<file path="src/rtl/c_buf.sv">
// Router input-channel buffer: small FIFO of flits, each head flit offering two
// independently consumed tokens (flit on out, route bit on req).
module c_buf #(
  parameter int unsigned WIDTH     = 11,
  parameter int unsigned DEPTH     = 4,
  parameter int unsigned ROUTE_BIT = 0
) (
  input  logic             clk,
  input  logic             reset,
  input  logic             in_valid,
  input  logic [WIDTH-1:0] in_data,
  output logic             in_ready,
  output logic             out_valid,
  output logic [WIDTH-1:0] out_data,
  input  logic             out_ready,
  output logic             req_valid,
  output logic             req_data,
  input  logic             req_ready
);

  localparam int unsigned PW = (DEPTH > 1) ? $clog2(DEPTH) : 1;
  localparam int unsigned CW = $clog2(DEPTH + 1);

  logic [WIDTH-1:0] mem_q [DEPTH];
  logic [WIDTH-1:0] mem_d [DEPTH];
  logic [PW-1:0]    wr_ptr_q, wr_ptr_d;
  logic [PW-1:0]    rd_ptr_q, rd_ptr_d;
  logic [CW-1:0]    count_q, count_d;
  logic             out_done_q, out_done_d;
  logic             req_done_q, req_done_d;

  logic             not_empty;
  logic             push, pop;
  logic             out_fin, req_fin;

  always_comb begin
    not_empty = (count_q != '0);
    in_ready  = (count_q != CW'(DEPTH)) & ~reset;
    out_valid = not_empty & ~out_done_q;
    req_valid = not_empty & ~req_done_q;
    out_data  = mem_q[rd_ptr_q];
    req_data  = mem_q[rd_ptr_q][ROUTE_BIT];

    // A token counts as finished if it was taken earlier or is taken this cycle.
    out_fin = out_done_q | (out_valid & out_ready);
    req_fin = req_done_q | (req_valid & req_ready);
    pop     = not_empty & out_fin & req_fin;
    push    = in_valid & in_ready;

    mem_d      = mem_q;
    wr_ptr_d   = wr_ptr_q;
    rd_ptr_d   = rd_ptr_q;
    out_done_d = pop ? 1'b0 : out_fin;
    req_done_d = pop ? 1'b0 : req_fin;
    count_d    = count_q + CW'(push) - CW'(pop);

    if (push) begin
      mem_d[wr_ptr_q] = in_data;
      wr_ptr_d        = wr_ptr_q + 1'b1;
    end
    if (pop) begin
      rd_ptr_d = rd_ptr_q + 1'b1;
    end
  end

  always_ff @(posedge clk or posedge reset) begin
    if (reset) begin
      for (int unsigned i = 0; i < DEPTH; i++) begin
        mem_q[i] <= '0;
      end
      wr_ptr_q   <= '0;
      rd_ptr_q   <= '0;
      count_q    <= '0;
      out_done_q <= 1'b0;
      req_done_q <= 1'b0;
    end else begin
      mem_q      <= mem_d;
      wr_ptr_q   <= wr_ptr_d;
      rd_ptr_q   <= rd_ptr_d;
      count_q    <= count_d;
      out_done_q <= out_done_d;
      req_done_q <= req_done_d;
    end
  end

endmodule

</file>
<file path="config.mk">
export PLATFORM = sky130hd
export DESIGN_NAME = c_buf
export DESIGN_NICKNAME = d
export VERILOG_FILES = /design/src/rtl/c_buf.sv
export SDC_FILE = /design/constraint.sdc
export NUM_CORES = 1
export LEC_CHECK = 0
export CAP_MARGIN = 20
export CELL_PAD_IN_SITES_DETAIL_PLACEMENT = 0
export CELL_PAD_IN_SITES_GLOBAL_PLACEMENT = 1
export CORE_MARGIN = 4
export CORE_UTILIZATION = 45
export CTS_CLUSTER_DIAMETER = 80
export DETAILED_ROUTE_END_ITERATION = 10
export PLACE_DENSITY = 0.88
export SLEW_MARGIN = 20
export SYNTH_ARGS = -nofsm -noshare
export SYNTH_HDL_FRONTEND = slang
export SYNTH_SLANG_ARGS = --single-unit
export TNS_END_PERCENT = 5
</file>
<file path="constraint.sdc">
create_clock -name clk -period 2.7 [get_ports clk]
set_input_delay 0.405 -clock clk [delete_from_list [all_inputs] [get_ports clk]]
set_output_delay 0.405 -clock clk [all_outputs]
set_load 0.05 [all_outputs]
</file>
== Word level (Yosys, flattened, before mapping) ==
Cells that the tools add are included.

* Flip-flop bits (word level): 53
* Input port bits: 16
* Output and inout bits: 15
* Word-level logic and storage cells: 42

* $add $sub $neg: 4
* Order comparisons: 3
* Equality and inequality tests: 1
* Multiplexer cells: 8
* Bitwise gates (word level): 15
* Reductions and logical operators: 2

{| class="wikitable"
|+ Operators by type and width
! operator !! number
|-
| bitwise mux 44 bit || 1
|-
| 2-to-1 mux 11 bit || 3
|-
| binary-select mux 11 bit (select 2 bit) || 1
|-
| demux 11 bit (select 2 bit) || 1
|-
| bitwise AND 1 bit || 8
|-
| greater-or-equal comparator 3 bit, second input constant || 2
|-
| NOT 2 -> 3 bit || 2
|-
| adder 2 x 1 -> 2 bit, second input constant || 2
|-
| adder 3 x 1 -> 3 bit || 1
|-
| less-than comparator 3 x 1 -> 1 bit, second input constant || 1
|-
| inequality test 3 bit, second input constant || 1
|-
| NOT 1 bit || 3
|-
| nonzero test 3 bit || 1
|-
| subtractor 3 x 1 -> 3 bit || 1
|-
| 2-to-1 mux 1 bit || 2
|-
| bitwise OR 1 bit || 2
|-
| logical AND 1 bit || 1
|}

== Longest topological paths before layout ==
* Word-level depth: 7
* Depth in mapped cells: 10
* Mapped depth without buffers: 10

== Worst setup path before layout ==
OpenSTA, ideal clock, no wires.

* Path kind: register to register
* From: register count_q[1]
* To: register count_q[2]
* Library setup time: 129 ps
* Arrival: 2187 ps
* Data required time: 2571 ps
* Setup slack: 384 ps
* Stages on the path, launching flop included: 10
* Path buffers: 0
* Period minus slack after synthesis: 2316 ps
* Path through: dfrtp_1 -> nor3_1 -> nor3_1 -> ha_1 -> inv_1 -> ha_1 -> inv_1 -> fa_1 -> xnor2_1 -> xnor2_1

* Word-level cells in the longest chain between the ends: 7
* Elaborated cells between the ends (all ways): 14
* Classes of those cells: 2 x add/sub; 1 x eq/ne; 10 x bitwise; 1 x reduce/logical

{| class="wikitable"
|+ Ends and longest elaborated chain
! what !! line !! RTL
|-
| start: declaration || 28 || <nowiki>logic [CW-1:0] count_q, count_d;</nowiki>
|-
| start signal: assignment || 80 || <nowiki>count_q <= count_d;</nowiki>
|-
| nonzero test 3 bit * || 37 || <nowiki>not_empty = (count_q != '0);</nowiki>
|-
| bitwise AND 1 bit || 39 || <nowiki>out_valid = not_empty & ~out_done_q;</nowiki>
|-
| bitwise AND 1 bit || 45 || <nowiki>out_fin = out_done_q | (out_valid & out_ready);</nowiki>
|-
| bitwise OR 1 bit || 45 ||
|-
| bitwise AND 1 bit || 47 || <nowiki>pop = not_empty & out_fin & req_fin;</nowiki>
|-
| bitwise AND 1 bit * || 47 ||
|-
| net pop || 33 || <nowiki>logic push, pop;</nowiki>
|-
| subtractor 3 x 1 -> 3 bit * || 55 || <nowiki>count_d = count_q + CW'(push) - CW'(pop);</nowiki>
|-
| net count_d[2] || 28 ||
|}

The timed path passes the listed nets; every way through them passes the cells marked *.
A chain may end at the register's enable or synchronous reset.

== Worst setup path after layout ==
* From: register rd_ptr_q[0]
* To: output out_data[9]

* Word-level cells in the longest chain between the ends: 4

{| class="wikitable"
|+ Ends and longest elaborated chain
! what !! line !! RTL
|-
| start: declaration || 27 || <nowiki>logic [PW-1:0] rd_ptr_q, rd_ptr_d;</nowiki>
|-
| start signal: assignment || 79 || <nowiki>rd_ptr_q <= rd_ptr_d;</nowiki>
|-
| NOT 2 -> 3 bit (implied by the code) || 41 || <nowiki>out_data = mem_q[rd_ptr_q];</nowiki>
|-
| binary-select mux 11 bit (select 2 bit) || 41 ||
|-
| 2-to-1 mux 11 bit (2 in a row) || - ||
|-
| end: declaration || 14 || <nowiki>output logic [WIDTH-1:0] out_data,</nowiki>
|}

Every way passes these cells. The select of a mux whose other input is x is not followed.

==> impl_metrics.tcl <==
set metrics [dict create \
    status "completed" \
    rsz0062_at_grt "no" \
    antenna_found_initial 0 \
    synthXorXnorAreaFrac_pct 1.79 \
    vias 1442 \
    path_class "register to output pin" \
    syn2layout_area_growth_pct 19.4 \
    die-area_sq_mm 0.00667 \
    synth.top_cell.area_share_pct 54.3 \
    fin_crit_ns 2.64 \
    synth_flop_cell "dfrtp_1" \
    tns_ns 0 \
    synth_compound_area_share_pct 0.410 \
    finalHoldViolations 0 \
    drt_iter0_drc 102 \
    num_rows 26 \
    reg2regPathDepth 9 \
    yosysTopAreaCell "dfrtp_1" \
    finalCritPeriodShare_pct 97.6 \
    synth_top_family_by_area "multiplexers" \
    n_fill_cell 418 \
    crit_arrival_ns 2.23 \
    cts-root-buf "clkbuf_8" \
    routedWlPerCell_microns 16.8 \
    yosysWarnings 0 \
    startpoint_type "register" \
    ys_seq_area_share_pct 54.3 \
    dp_hpwl_microns 3280 \
    cts_hold_buf 0 \
    post-cts-setup-buffer-count 0 \
    clock_path_buffers 2 \
    cts_tree "yes" \
    grt_pass1_wl_microns 7800 \
    drv_cap 0 \
    synthAdderAreaFrac_pct 3.89 \
    port_buffers 30 \
    worst_slew_pin_slew_ns 0.539 \
    synth_edf_count 0 \
    fmax_mhz 379 \
    relSlewSlack_pct 64.1 \
    muxShareOfSynthArea_pct 30.9 \
    track_usage_pct 15.7 \
    finalClockSkew_ns 0.00511 \
    worstReg2RegEnd "count_q[2]" \
    grt_max_degree 45 \
    cts_buffers 5 \
    die_height_microns 81.7 \
    nets 225 \
    worstSkewPairLatency_ns 0.30 \
    cts.sinks 53 \
    vias_per_cell 5.32 \
    cts_htree_levels 2 \
    synth.cell_area_sq_mm 0.00244 \
    synth_simple_gate_area_share_pct 4.97 \
    endpoint_kind "output pin" \
    routed_wl_microns 4560 \
    drt_first_pass_iters 4 \
    top_level_ports 31 \
    rrSetupSlack_ns 0.39 \
    drc 0 \
    synth_cell_types 20 \
    setup_viol 0 \
    synth_nets 183 \
    die_x_microns 81.7 \
    ys_seq_elements 53 \
    postCtsResizedCells 0 \
    clk_pin_slew_ns 0.08 \
    synthCells 160 \
    rr_startpoint "count_q[1]" \
    synthMostInstantiatedCell "dfrtp_1" \
    placed_area_sq_mm 0.00284 \
    ys_top_cells_by_area "dfrtp_1, mux2_2, mux4_2" \
    drv_slew 0 \
    insertedDiodeCount 0 \
    drive_gt1_share_pct 40.8 \
    route.antenna.remaining_nets 0 \
    initial_core_util_pct 47.2 \
    synth_commonest_cells "dfrtp_1, mux2_2, mux4_2" \
    required_ns 2.30 \
    finalInstanceArea_sq_mm 0.00292 \
    syn_area_per_cell_sq_um 15.3 \
    overflow 0 \
    hold_ws_ns 0.492 \
    core_area_sq_mm 0.00517 \
    grt_pass1_vias 1612 \
    crit_fanout 8 \
    globalplace.congestion 0.744 \
    holdCritPathClass "primary input to async pin" \
    async_flop_share_pct 100 \
]
[cell usage in the layout, fill, tap and decap left out, drive strengths merged]
| cell type | count |
|---|---|
| nand2 | 4 |
| clkinv | 1 |
| dfrtp | 53 |
| nor4b | 1 |
| nor3 | 6 |
| fa | 1 |
| a21oi | 2 |
| nor3b | 2 |
| buf | 17 |
| xnor2 | 3 |
| or3 | 1 |
| ha | 6 |
| nor2 | 9 |
| mux4 | 11 |
| xor2 | 2 |
| clkbuf | 5 |
| mux2 | 45 |
| inv | 7 |
| clkdlybuf4s50 | 25 |
[flip-flops by register name, indices dropped and copies added, names as in the netlist]
register,count
mem_q,44
rd_ptr_q,2
wr_ptr_q,2
count_q,3
req_done_q,1
out_done_q,1
[final cells by class]
class	count	area [sq um]	area share (%)
Multi-Input combinational cell	93	1020	35.1
Sequential cell	53	1330	45.5
Timing Repair Buffer	42	378	13.0
Inverter	7	26.3	0.901
Tap cell	70	87.6	3.00
Clock buffer	5	68.8	2.36
Clock inverter	1	5.00	0.172
[logic make-up (layout without fill, tap and decap cells)]
group,after synthesis,count (layout)
buffers and inverters,14,55
and+or+nand+nor,23,23
xor gates and xnor gates,5,5
adders and majority gates,7,7
DFF,53,53
muxes,56,56
AOI/OAI and AO/OA,2,2
[worst max-delay path by stage]
| stage | startpoint | endpoint | slack [ns] | depth (start not counted) |
|---|---|---|---|---|
| after floorplan | count_q[1] | count_q[2] | 0.38 | 9 |
| after global routing | rd_ptr_q[0] | out_data[9] | 0.008 | 2 |
| after CTS | rd_ptr_q[0] | out_data[9] | 0.06 | 2 |
| after detailed placement | req_ready | count_q[2] | 0.04 | 10 |
| after global placement | req_ready | count_q[2] | 0.18 | 10 |
| final | rd_ptr_q[0] | out_data[9] | 0.06 | 2 |
[metal layers]
metal | track usage, % | wire length, microns | vias up
li1 | - | - | 647
met1 | 18.9 | 1910 | 755
met2 | 28.0 | 2400 | 33
met3 | 3.84 | 200 | 7
met4 | 3.99 | 44 | 0
met5 | 0 | 0 | -
[worst max-delay path, stage by stage, from the launching register on]
cell and delay (ns):
dfrtp_1 0.62, mux4_2 0.59, clkdlybuf4s50_1 0.72
[stage by stage]
stage,worst slack (ns),utilization (%),cells
floorplan,0.384,-,160
global placement,0.185,55.0,265
detailed placement,0.0450,55.0,265
CTS,0.0593,56.4,271
global route,0.00803,56.4,271
finish,0.0645,56.4,271
Power is not shown: default switching activity piles up to over one toggle a cycle in this logic, so the estimate is an artifact.
